## src/rtl/cpu7_ifu_iq_pkg.sv

```systemverilog
// rtl/cpu7_ifu_iq_pkg.sv - shared widths and entry field layout for the instruction queue
package cpu7_ifu_iq_pkg;

    localparam int LSOC1K_DECODE_RES_BIT = 48;
    localparam int IQ_GRLEN              = 32;

    // Entry layout, LSB first: exccode[5:0], exception, op, inst[31:0], pc
    localparam int IQ_EXCCODE_LSB = 0;
    localparam int IQ_EXC_BIT     = 6;
    localparam int IQ_OP_LSB      = 7;

    function automatic int iq_inst_lsb(input int op_w);
        return IQ_OP_LSB + op_w;
    endfunction

    function automatic int iq_pc_lsb(input int op_w);
        return IQ_OP_LSB + op_w + 32;
    endfunction

    function automatic int iq_entry_w(input int grlen, input int op_w);
        return iq_pc_lsb(op_w) + grlen;
    endfunction

    localparam int IQ_ENTRY_W = iq_entry_w(IQ_GRLEN, LSOC1K_DECODE_RES_BIT);

endpackage

```

## src/rtl/cpu7_iq_fifo_ram.sv

```systemverilog
// rtl/cpu7_iq_fifo_ram.sv - entry storage: one synchronous write port, one async read port
module cpu7_iq_fifo_ram
    import cpu7_ifu_iq_pkg::*;
#(
    parameter int DEPTH = 4,
    parameter int WIDTH = IQ_ENTRY_W,
    parameter int PTR_W = $clog2(DEPTH)
) (
    input  logic             clk,
    input  logic             we,
    input  logic [PTR_W-1:0] waddr,
    input  logic [WIDTH-1:0] wdata,
    input  logic [PTR_W-1:0] raddr,
    output logic [WIDTH-1:0] rdata
);

    logic [WIDTH-1:0] mem [DEPTH];

    // Payload is deliberately not reset; the head is masked by the control logic instead.
    always_ff @(posedge clk) begin
        if (we) begin
            mem[waddr] <= wdata;
        end
    end

    assign rdata = mem[raddr];

endmodule

```

## src/rtl/cpu7_ifu_iq.sv

```systemverilog
// rtl/cpu7_ifu_iq.sv - decoded-instruction queue feeding the EXU D-stage, flushable on redirect
module cpu7_ifu_iq
    import cpu7_ifu_iq_pkg::*;
#(
    parameter int DEPTH = 4,
    parameter int GRLEN = IQ_GRLEN,
    parameter int OP_W  = LSOC1K_DECODE_RES_BIT
) (
    input  logic                         clk,
    input  logic                         reset,
    input  logic                         dec_iq_valid,
    input  logic [GRLEN-1:0]             dec_iq_pc,
    input  logic [31:0]                  dec_iq_inst,
    input  logic [OP_W-1:0]              dec_iq_op,
    input  logic                         dec_iq_exception,
    input  logic [5:0]                   dec_iq_exccode,
    output logic                         iq_dec_ready,
    output logic                         ifu_exu_valid_d,
    output logic [GRLEN-1:0]             ifu_exu_pc_d,
    output logic [31:0]                  ifu_exu_inst_d,
    output logic [OP_W-1:0]              ifu_exu_op_d,
    output logic                         ifu_exu_exception_d,
    output logic [5:0]                   ifu_exu_exccode_d,
    input  logic                         exu_ifu_stall_req,
    input  logic                         iq_flush,
    output logic [$clog2(DEPTH+1)-1:0]   iq_count
);

    localparam int PTR_W    = $clog2(DEPTH);
    localparam int CNT_W    = $clog2(DEPTH + 1);
    localparam int ENT_W    = iq_entry_w(GRLEN, OP_W);
    localparam int INST_LSB = iq_inst_lsb(OP_W);
    localparam int PC_LSB   = iq_pc_lsb(OP_W);

    logic [PTR_W-1:0] wr_ptr;
    logic [PTR_W-1:0] rd_ptr;
    logic [CNT_W-1:0] count;
    logic             push;
    logic             pop;
    logic             head_valid;
    logic [ENT_W-1:0] wr_entry;
    logic [ENT_W-1:0] rd_entry;
    logic [ENT_W-1:0] head_entry;

    // Ready looks only at stored occupancy, so a full queue refuses even when popping.
    assign iq_dec_ready = (count != CNT_W'(DEPTH));
    assign head_valid   = (count != '0);
    assign push         = dec_iq_valid & iq_dec_ready & ~iq_flush;
    assign pop          = head_valid & ~exu_ifu_stall_req & ~iq_flush;

    assign wr_entry = {dec_iq_pc, dec_iq_inst, dec_iq_op, dec_iq_exception, dec_iq_exccode};

    always_ff @(posedge clk or posedge reset) begin
        if (reset) begin
            wr_ptr <= '0;
            rd_ptr <= '0;
            count  <= '0;
        end else if (iq_flush) begin
            wr_ptr <= '0;
            rd_ptr <= '0;
            count  <= '0;
        end else begin
            if (push) begin
                wr_ptr <= wr_ptr + PTR_W'(1);
            end
            if (pop) begin
                rd_ptr <= rd_ptr + PTR_W'(1);
            end
            if (push && !pop) begin
                count <= count + CNT_W'(1);
            end else if (pop && !push) begin
                count <= count - CNT_W'(1);
            end
        end
    end

    cpu7_iq_fifo_ram #(
        .DEPTH (DEPTH),
        .WIDTH (ENT_W),
        .PTR_W (PTR_W)
    ) u_ram (
        .clk   (clk),
        .we    (push),
        .waddr (wr_ptr),
        .wdata (wr_entry),
        .raddr (rd_ptr),
        .rdata (rd_entry)
    );

    // Zero the head when empty so checkers never see stale storage.
    assign head_entry = head_valid ? rd_entry : '0;

    assign ifu_exu_valid_d     = head_valid;
    assign ifu_exu_pc_d        = head_entry[PC_LSB +: GRLEN];
    assign ifu_exu_inst_d      = head_entry[INST_LSB +: 32];
    assign ifu_exu_op_d        = head_entry[IQ_OP_LSB +: OP_W];
    assign ifu_exu_exception_d = head_entry[IQ_EXC_BIT];
    assign ifu_exu_exccode_d   = head_entry[IQ_EXCCODE_LSB +: 6];
    assign iq_count            = count;

    a_no_push_full: assert property (@(posedge clk) disable iff (reset) !(push && count == CNT_W'(DEPTH)));
    a_no_pop_empty: assert property (@(posedge clk) disable iff (reset) !(pop && count == '0));
    a_count_range:  assert property (@(posedge clk) disable iff (reset) count <= CNT_W'(DEPTH));

endmodule

```

## config.mk

```make
export PLATFORM = sky130hd
export DESIGN_NAME = cpu7_ifu_iq
export DESIGN_NICKNAME = d
export VERILOG_FILES = /design/src/rtl/cpu7_ifu_iq_pkg.sv /design/src/rtl/cpu7_iq_fifo_ram.sv /design/src/rtl/cpu7_ifu_iq.sv
export SDC_FILE = /design/constraint.sdc
export NUM_CORES = 1
export LEC_CHECK = 0
export ABC_AREA = 1
export CORE_ASPECT_RATIO = 0.5
export CORE_MARGIN = 3
export CORE_UTILIZATION = 30
export CTS_CLUSTER_DIAMETER = 200
export DETAILED_ROUTE_END_ITERATION = 16
export DONT_BUFFER_PORTS = 1
export PLACE_DENSITY_LB_ADDON = 0.08
export SYNTH_ARGS = -nofsm -noshare
export SYNTH_HDL_FRONTEND = slang
export SYNTH_SLANG_ARGS = --single-unit
```

## constraint.sdc

```tcl
create_clock -name clk -period 9.9 [get_ports clk]
set_input_delay 1.98 -clock clk [delete_from_list [all_inputs] [get_ports clk]]
set_output_delay 1.98 -clock clk [all_outputs]
set_load 0.02 [all_outputs]
```

Word level (Yosys, flattened, before mapping). Memory sizes are Yosys's and may differ from the RTL's. Cells that the tools add are included.

Input bits: 124. Bits in registers: 7. Output and inout bits: 124. Memories kept: 1. Memory bits (writable): 476. Word-level logic and storage cells: 33.

Equal/unequal tests: 1. Bitwise operators: 6. Muxes and demuxes: 10. $add $sub $neg: 4. Reductions and logical operators: 8.

Memories: u_ram.mem (words 4, bits a word 119, read ports 1, clocked after Yosys merged registers in 0, write ports 1, RTL line cpu7_iq_fifo_ram.sv:17) `logic [WIDTH-1:0] mem [DEPTH];`.

Operators by type and width (number): 119-bit 2-to-1 mux (1); 3-bit 2-to-1 mux (3); 2-bit 2-to-1 mux (4); 3-bit nonzero test (2); 2-bit by 1-bit adder with 2-bit output, second input constant (2); 1-bit bitwise AND (4); 2-bit nonzero test (2); 3-bit by 1-bit adder with 3-bit output, second input constant (1); 3-bit inequality test, second input constant (1); 3-bit by 1-bit subtractor with 3-bit output, second input constant (1); 1-bit logical AND (2); 1-bit logical NOT (2); 1-bit 2-to-1 mux (2); 1-bit NOT (2).

Depth between registers and ports, before layout. Gate-level depths: netlist (run 1).

Depth after elaboration: 8. Gate-level depth with buffers: 11. Depth with buffers taken out: 11.

Cells and area by module. A second synthesis (run 1) with hierarchy kept.

Cell total of the unflattened synthesis: 2180. Area, all modules: 21499.4 um^2.

By module, submodules not included: cpu7_iq_fifo_ram (instances 1, area each 20109.3 um^2, cells each 1873, sequential area each 14293.7 um^2); cpu7_ifu_iq (instances 1, area each 1390.1 um^2, cells each 307, sequential area each 175.2 um^2).

Worst setup path after synthesis (run 1). Ideal clock, no wire load.

Path kind: in2reg. Start point: input port dec_iq_valid. End point: memory u_ram.mem[0][0] (netlist bit), enable pin. Stages: 4. Required time: 9.300 ns. Setup slack: 2.100 ns. Setup time: 0.600 ns. Data arrival time: 7.200 ns. Buffers on the path: 0. Cells stage by stage: nand2_2 > nor2_4 > inv_2 > nor2_1.

Longest elaborated chain between the ends: 4.

RTL lines: start, declared (RTL line cpu7_ifu_iq.sv:11) `input logic dec_iq_valid,`; 1-bit bitwise AND (2 in a row) (RTL line cpu7_ifu_iq.sv:48) `assign push = dec_iq_valid & iq_dec_ready & ~iq_flush;`; 1-bit 2-to-1 mux (RTL line cpu7_iq_fifo_ram.sv:21) `if (we) begin`; 1-bit 2-to-1 mux (implied by the code) (RTL line cpu7_iq_fifo_ram.sv:22) `mem[waddr] <= wdata;`; end, declared (RTL line cpu7_iq_fifo_ram.sv:17).

No other way between the ends.

Worst setup path in the final report (run 1).
Start point: register rd_ptr[0]. End point: output port ifu_exu_op_d[23].

Longest elaborated chain between the ends: 2.

RTL lines: start, declared (RTL line cpu7_ifu_iq.sv:36) `logic [PTR_W-1:0] rd_ptr;`; start signal, assigned (RTL line cpu7_ifu_iq.sv:67) `rd_ptr <= rd_ptr + PTR_W'(1);`; memory read 4 x 119 bit; 119-bit 2-to-1 mux (RTL line cpu7_ifu_iq.sv:91) `assign head_entry = head_valid ? rd_entry : '0;`; end, declared (RTL line cpu7_ifu_iq.sv:21) `output logic [OP_W-1:0] ifu_exu_op_d,`.

No other way between the ends.

==> metrics, run 1 <==
status=finished clean; Mapped Nets=1600; H-tree depth=2; site row count=64; largest net degree at the start of global routing=187; core box area=0.0618 sq mm; Tcrit/Tclk final=55.5%; Root Buffer Master=clkbuf_16; clk_lat worst skew=580 ps; leakage=6.78 nW; # Post-CTS Setup Buffers=0; critical path startpoint category=flop; VDD IR max=0.212 mV; share of cells above drive strength 1=6.49%; PwrDens=278 mW/mm^2; DR vias=11000; Post-DRT Antenna Nets=0; Synth top area share=75.3%; first-pass GRT wire length=72700 microns; final-report hold violation count=0; largest area contributor in the netlist=edfxtp_1; Final setup viols=0; Syn Inst Count=1471; detailed-routing iteration count for the pre-antenna-repair pass=5; Critical Path RT=7920 ps; CTS sink count=483; hold_buf cts=0; Hold Path Class=flop to flop; port buffer count=0; clk buf depth=3; initial detailed-routing violation count=507; # IOs=248; Total GRT Usage=14.5%; Crit Path Category=flop to output pin; Layout Nets=1572; DIE AREA=0.0665 sq mm; Max Fanout on Critical Path=86; register clock-pin slew on the reported worst setup and hold paths=60 ps; relative slew slack=26.1%; Max Cap Violations=0; CTS buffer count=48; vias in the first global route=11300; Avg WL per Cell=21.4 microns; routability congestion estimate from global placement=0.707; mapped cell area=0.0190 sq mm; CTS tree=built; area delta synth->final=11.0%; Least-Margin Pin Slew=1110 ps; Seq cells post-synth=483; critical path data arrival time=3510 ps; largest cells by area after synthesis=edfxtp_1, nor2_1, o21ai_1, a21oi_1, o21ai_0; mean area per synthesized cell=12.9 sq um; DRT Wirelength=49400 microns; initial antenna violation count=0; GRT overflow=0; Final HPWL DP=25700 microns; final worst path period need=5490 ps; Final Slew Violations=0; Max Freq=0.182 GHz; Distinct cells, synth=25; skew final=20.7 ps; final setup TNS=0 ps; die height=184 microns; Die X=362 microns; Seq/Total Area, Yosys=76.2%; RSZ-0062 raised after global routing=false; pre-CTS WS=4890 ps; Synthesis Warnings=0; Starting Density=30.7%; Worst setup EP type=output pin; drc violations=0; setup slack after layout=4410 ps; Via density=4.79; Resize count post-CTS=0
cells by family after synthesis:
group / after synthesis / share of synthesized area, %
xor gates and xnor gates: 1 / 0.0462
DFF: 483 / 76.2
buffers and inverters: 110 / 3.47
and+or+nand+nor: 507 / 10.2
adders and majority gates: 5 / 0.369
AOI/OAI and AO/OA: 365 / 9.64
where the power goes:
| group | internal [mW] | leakage (nW) | switching, mW |
|---|---|---|---|
| Combinational | 0.288 | 1.64 | 1.36 |
| Sequential | 2.38 | 4.41 | 0.0671 |
| Clock | 0.984 | 0.723 | 0.769 |
sequential cells by signal (all words and copies together), names as in the netlist:
| register | count |
|---|---|
| u_ram.mem | 476 |
| iq_count | 3 |
| rd_ptr | 2 |
| wr_ptr | 2 |
Yosys cell counts (all sizes together):
cell / count
o21ai: 242
xor2: 1
inv: 18
a21oi: 123
dfrtp: 7
nor2: 483
nand3b: 1
nand3: 5
buf: 63
ha: 4
nand2: 18
clkbuf: 29
edfxtp: 476
fa: 1
placed cells by master (no fill, tap or decap), types with 12 or more instances in the layout:
cell type	count
nand2_1	14
inv_1	13
buf_4	12
edfxtp_1	476
o21ai_0	85
clkbuf_16	49
a21oi_1	122
o21ai_1	157
nor2_1	477
clkbuf_1	12
layer usage:
metal	track usage, %	vias to the layer above	part of all wire, %
li1	-	5158	-
met1	17.7	5631	42
met2	26.5	187	52
met3	3.12	67	4.3
met4	3.12	0	1.6
met5	0	-	0
through the flow:
stage               hold slack [ps]  instance area [sq um]  power (mW)  cells  util (%)
floorplan                       579                  19000        3.83   1471         -
global placement                602                  19600        4.19   2218      31.7
detailed placement              632                  19600        4.21   2218      31.7
CTS                             641                  21100        5.99   2304      34.1
global route                    697                  21100        6.17   2304      34.1
finish                          634                  21100        5.85   2305      34.1
path summary, 6_finish.rpt:
kind / from / end / slack, ps / cells past startpoint
setup reg to reg: iq_count[0] / u_ram.mem[3][45] / 6720 / 7
hold reg to reg: wr_ptr[0] / wr_ptr[0] / 630 / 3
min in group asynchronous: reset / rd_ptr[1] / 1250 / 1
max in group asynchronous: reset / rd_ptr[0] / 8360 / 1
hold / removal: wr_ptr[0] / wr_ptr[0] / 630 / 3
setup / recovery: rd_ptr[0] / ifu_exu_op_d[23] / 4410 / 4
layout make-up:
cell class / instances / area [sq um]
tap: 825 / 1030
clock inverter: 25 / 198
timing repair buffer: 14 / 130
antenna: 1 / 2.50
sequential: 483 / 14500
multi-input combinational: 878 / 3880
inverter: 18 / 77.6
clock buffer: 61 / 1270
fill: 5996 / 40700
worst max-delay path, cell delays in order, from the launching register on:
cell and delay, ps:
dfrtp_4 720, inv_6 600, buf_4 800, o21ai_0 200
a21oi_1 470
No activity file was read; power rests on OpenSTA's default activity.
==> run 2, diff against run 1 <==
==> constraint.sdc (replaced) <==
create_clock -name clk -period 5.1 [get_ports clk]
set_input_delay 1.02 -clock clk [delete_from_list [all_inputs] [get_ports clk]]
set_output_delay 1.02 -clock clk [all_outputs]
set_load 0.02 [all_outputs]
==> run 2 against run 1 <==
  * Register-to-register slack worse by 4400 ps
  * Largest power group unchanged
  * Combinational power is 99% higher
  * Global-route usage is essentially flat
  * Via count decreased by 1.1%
  * Clock power up 100%
  * First-iteration DRC count is 57% higher
==> metrics, run 2 (synthesis results as in run 1) <==
Tcrit/Tclk final=79.0%; share of cells above drive strength 1=6.82% (was 6.49%); drc violations=0 (unchanged); skew final=17.6 ps (was 20.7 ps); register clock-pin slew on the reported worst setup and hold paths=60 ps (about the same); max reg flops=476 (unchanged); Critical Path RT=4080 ps (was 7920 ps); Hold Path Class=input port to async pin (was flop to flop); VDD IR max=0.399 mV (was 0.212 mV); Clock Power Share=30.4% (was 30.0%); final worst path period need=4030 ps; DIE AREA=0.0665 sq mm (unchanged); sequential power share=41.1% (was 41.8%); initial detailed-routing violation count=797 (was 507); status=finished clean (unchanged); Top reg by flops=u_ram.mem (unchanged); detailed-routing iteration count for the pre-antenna-repair pass=5 (unchanged); CTS sink count=483 (unchanged); # IOs=248 (unchanged); Die X=362 microns (unchanged); area delta synth->final=12.0% (was 11.0%); Root Buffer Master=clkbuf_16 (unchanged); ant diodes=0 (was 1); Max Fanout on Critical Path=80 (was 86); H-tree depth=2 (unchanged); clk_lat worst skew=560 ps (was 580 ps); Avg WL per Cell=21.4 microns (about the same); port buffer count=0 (unchanged); commonest non-fill, non-tap cell in the layout=nor2_1 (unchanged); core box area=0.0618 sq mm (unchanged); RSZ-0062 raised after global routing=false (unchanged); Via density=4.74 (was 4.79); Multi-input gate area=0.00388 sq mm (unchanged); Crit Path Category=flop to output pin (unchanged); DRT Wirelength=49300 microns (was 49400 microns); Final Slew Violations=0 (unchanged); Resize count post-CTS=0 (unchanged); internal power=7.28 mW (was 3.65 mW); final-report hold violation count=0 (unchanged); relative slew slack=38.6% (was 26.1%); PwrDens=543 mW/mm^2 (was 278 mW/mm^2); largest net degree at the start of global routing=130 (was 187); Switching Fraction=36.9% (was 37.6%); # Post-CTS Setup Buffers=0 (unchanged); CTS tree=built (unchanged); CTS buffer count=48 (unchanged); Least-Margin Pin Slew=921 ps (was 1110 ps); most frequent cells in the layout=nor2_1, edfxtp_1, o21ai_1 (unchanged); Fillers=5928 (was 5996); site row count=64 (unchanged); DR vias=10900 (was 11000); clk buf depth=3 (unchanged); GRT overflow=0 (unchanged); leakage=6.86 nW (was 6.78 nW); Final setup viols=0 (unchanged); Starting Density=30.7% (unchanged); Combinational Power Share=28.5% (was 28.2%); vias in the first global route=11000 (was 11300); initial antenna violation count=0 (unchanged); hold_buf cts=0 (unchanged); critical path data arrival time=3010 ps (was 3510 ps); die height=184 microns (unchanged); Max Cap Violations=0 (unchanged); critical path startpoint category=flop (unchanged); Total GRT Usage=14.5% (about the same); Tot Pwr=11.5 mW (was 5.85 mW); Post-DRT Antenna Nets=0 (unchanged); Max Freq=0.248 GHz; final setup TNS=0 ps (unchanged); Worst setup EP type=output pin (unchanged); net switching power=4.27 mW (was 2.20 mW); Layout Nets=1577 (was 1572); routability congestion estimate from global placement=0.716 (was 0.707); first-pass GRT wire length=71700 microns (was 72700 microns); Register Area=0.0145 sq mm (unchanged); Final HPWL DP=26200 microns (was 25700 microns)
run 2: final cells by class:
class                      instances  area share [%]
multi-input combinational        878            18.3
inverter                          18           0.365
clock buffer                      58            5.93
clock inverter                    24            1.26
tap                              825            4.86
timing repair buffer              19            1.20
sequential                       483            68.1
run 2: final timing paths:
check	from	end	slack [ps]	cells after the start
min	reset	iq_count[2]	290	1
min in group clk	dec_iq_exception	u_ram.mem[3][6]	540	0
max reg2reg	iq_count[0]	u_ram.mem[3][20]	2360	8
max	rd_ptr[0]	ifu_exu_inst_d[21]	1070	5
max in group asynchronous	reset	rd_ptr[1]	4550	1
min reg2reg	wr_ptr[1]	wr_ptr[1]	640	2
run 2: worst max-delay path: stages, from the launching register on:
cell and delay, ps:
dfrtp_4 710, buf_4 750, nor2_1 140, nor2_1 120, o21ai_1 90, a21oi_1 530
run 2: power by group through the flow:
stage          Combinational (mW)  Clock [mW]  Sequential [mW]
2_1_floorplan                2.63           0             4.79
6_report                     3.29        3.51             4.75
4_1_cts                      3.42        3.64             4.75
3_5_place_dp                 3.41           0             4.83
3_3_place_gp                 3.38           0             4.83
5_1_grt                      3.61        3.83             4.77
run 2: through the flow:
stage | instances | hold slack [ps] | util (%) | setup WS [ps] | instance area (sq um)
floorplan | 1471 | 579 | - | 289 | 19000
global placement | 2223 | 606 | 31.9 | 1640 | 19700
detailed placement | 2223 | 639 | 31.9 | 1630 | 19700
CTS | 2305 | 248 | 34.4 | 989 | 21300
global route | 2305 | 263 | 34.4 | 859 | 21300
finish | 2305 | 287 | 34.4 | 1070 | 21300
run 2: per-layer routing:
layer  up-vias  global-route usage, %  wire, microns
met3        70                   3.35           2170
met1      5527                   17.5          20600
li1       5163                      -              -
met4         0                   3.41            946
met5         -                      0              0
met2       159                   26.4          25600
==> run 3, diff against run 2 <==
==> constraint.sdc (replaced) <==
create_clock -name clk -period 3.9 [get_ports clk]
set_input_delay 0.78 -clock clk [delete_from_list [all_inputs] [get_ports clk]]
set_output_delay 0.78 -clock clk [all_outputs]
set_load 0.02 [all_outputs]
==> run 3 against run 2 <==
  * Core utilization is 0.33 points higher
  * Global-route usage is 0.52 points higher
  * Sequential share of layout area is 0.64 points lower
  * Clock skew is 1.8 ps lower
  * Register-to-register slack worse by 970 ps
  * Worst hold slack worse by 240 ps
  * Wire length is 2.9% higher
  * Sequential cell count stayed put
  * Die area stayed put
  * Non-clock buffer count is 15 higher
==> metrics, run 3 (synthesis results as in run 1) <==
internal power=9.64 mW (was 7.28 mW); ant diodes=0 (unchanged); Hold Path Class=input port to async pin (unchanged); share of cells above drive strength 1=7.89% (was 6.82%); fin cells=2321 (was 2305); Critical Path RT=3120 ps (was 4080 ps); Resize count post-CTS=0 (unchanged); Layout Nets=1592 (was 1577); GR peak layer=met2 (unchanged); met2 Resource Use GR=27.2% (was 26.4%); Starting Density=30.7% (unchanged); status=finished clean (unchanged); most frequent cells in the layout=nor2_1, edfxtp_1, o21ai_1 (unchanged); Combinational Power Share=29.4% (was 28.5%); GRT overflow=0 (unchanged); hold_ws=44.8 ps (was 287 ps); drc violations=0 (unchanged); DIE AREA=0.0665 sq mm (unchanged); detailed-routing iteration count for the pre-antenna-repair pass=5 (unchanged); Crit Path Category=flop to output pin (unchanged); vias in the first global route=11300 (was 11000); clk buf depth=3 (unchanged); Max Fanout on Critical Path=54 (was 80); final worst path period need=3530 ps; critical path data arrival time=2750 ps (was 3010 ps); largest net degree at the start of global routing=125 (was 130); Clock Power Share=30.2% (was 30.4%); met3 GRT Util=2.82% (was 3.35%); hold_buf cts=0 (unchanged); CTS buffer count=48 (unchanged); core box area=0.0618 sq mm (unchanged); Total GRT Usage=15.0% (was 14.5%); routability congestion estimate from global placement=0.723 (was 0.716); final-report hold violation count=0 (unchanged); Via density=4.77 (was 4.74); first-pass GRT wire length=74400 microns (was 71700 microns); max reg flops=476 (unchanged); CP startpoint=rd_ptr[1] (was rd_ptr[0]); Final HPWL DP=28800 microns (was 26200 microns); area delta synth->final=13.0% (was 12.0%); # IOs=248 (unchanged); Final Slew Violations=0 (unchanged); critical path startpoint category=flop (unchanged); net switching power=5.64 mW (was 4.27 mW); Worst setup EP type=output pin (unchanged); Max Cap Violations=0 (unchanged); Avg WL per Cell=21.8 microns (was 21.4 microns); port buffer count=0 (unchanged); Top reg by flops=u_ram.mem (unchanged); commonest non-fill, non-tap cell in the layout=nor2_1 (unchanged); Least-Margin Pin Slew=859 ps (was 921 ps); register clock-pin slew on the reported worst setup and hold paths=60 ps (about the same); Max Freq=0.283 GHz; Final setup viols=0 (unchanged); Post-DRT Antenna Nets=0 (unchanged); die height=184 microns (unchanged); site row count=64 (unchanged); leakage=6.97 nW (was 6.86 nW); global routing usage on met1=18.8% (was 17.5%); CTS sink count=483 (unchanged); Fillers=5991 (was 5928); VDD IR max=0.373 mV (was 0.399 mV); RSZ-0062 raised after global routing=false (unchanged); relative slew slack=42.8% (was 38.6%); clk_lat worst skew=570 ps (was 560 ps); initial detailed-routing violation count=745 (was 797); Tcrit/Tclk final=90.6%; DRT Wirelength=50700 microns (was 49300 microns); Worst R2R Start=iq_count[0] (unchanged); H-tree depth=2 (unchanged); Die X=362 microns (unchanged); dpl cells=2238 (was 2223); Root Buffer Master=clkbuf_16 (unchanged); sequential power share=40.4% (was 41.1%); CTS tree=built (unchanged); # Post-CTS Setup Buffers=0 (unchanged); Switching Fraction=36.9% (about the same); DR vias=11100 (was 10900); PwrDens=712 mW/mm^2 (was 543 mW/mm^2); initial antenna violation count=0 (unchanged); skew final=15.8 ps (was 17.6 ps)
## run 3: cell types whose count changed in the layout (fill, tap and decap cells not counted), sizes merged
cell,previous run,this run
buf,19,34
bufinv,6,5
clkbuf,58,63
clkinv,17,15
inv,19,18
## run 3: area by class of cell
class | count | area (sq um) | share of cell area [%]
clock buffers | 63 | 1330 | 6.19
clock inverters | 20 | 214 | 0.997
inverters | 18 | 77.6 | 0.362
multi-input cells | 878 | 3880 | 18.1
flip-flops and latches | 483 | 14500 | 67.5
well taps | 825 | 1030 | 4.81
repair buffers | 34 | 443 | 2.06
## run 3: final timing paths
check                                     to  slack, ps  cells after the start
setup reg to reg            u_ram.mem[3][22]       1390                      7
max in group asynchronous          rd_ptr[0]       3580                      1
hold / removal                     rd_ptr[1]         40                      1
setup / recovery            ifu_exu_op_d[25]        370                      6
min in group clk           u_ram.mem[3][105]        310                      0
hold reg to reg                    wr_ptr[1]        630                      2
## run 3: power by group through the flow
stage | clock, mW | combinational, mW | sequential, mW
floorplan | 0 | 3.44 | 6.26
global placement | 0 | 4.63 | 6.28
detailed placement | 0 | 4.65 | 6.28
CTS | 4.81 | 4.67 | 6.17
global route | 5.01 | 4.90 | 6.20
finish | 4.61 | 4.49 | 6.17
## run 3: metrics by stage
stage	worst slack (ps)	area (sq um)	power [mW]	util, %	setup TNS (ps)
final	368	21500	15.3	34.7	0
after global routing	216	21500	16.1	34.7	0
after CTS	276	21500	15.6	34.7	0
after detailed placement	908	19900	10.9	32.2	0
after global placement	932	19900	10.9	32.2	0
after floorplan	-671	19000	9.70	-	-319290
## run 3: worst max-delay path: stages (launching register included)
cell	delay, ps
dfrtp_4	780
inv_4	290
buf_12	300
nor2_1	140
o21ai_1	70
a21oi_1	310
buf_4	220
## run 3: metal layers
layer / vias to the layer above / part of all wire (%) / wire [microns]
li1: 5202 / - / -
met2: 198 / 52 / 26200
met1: 5599 / 43 / 21700
met5: - / 0 / 0
met3: 66 / 3.9 / 1960
met4: 0 / 1.7 / 864
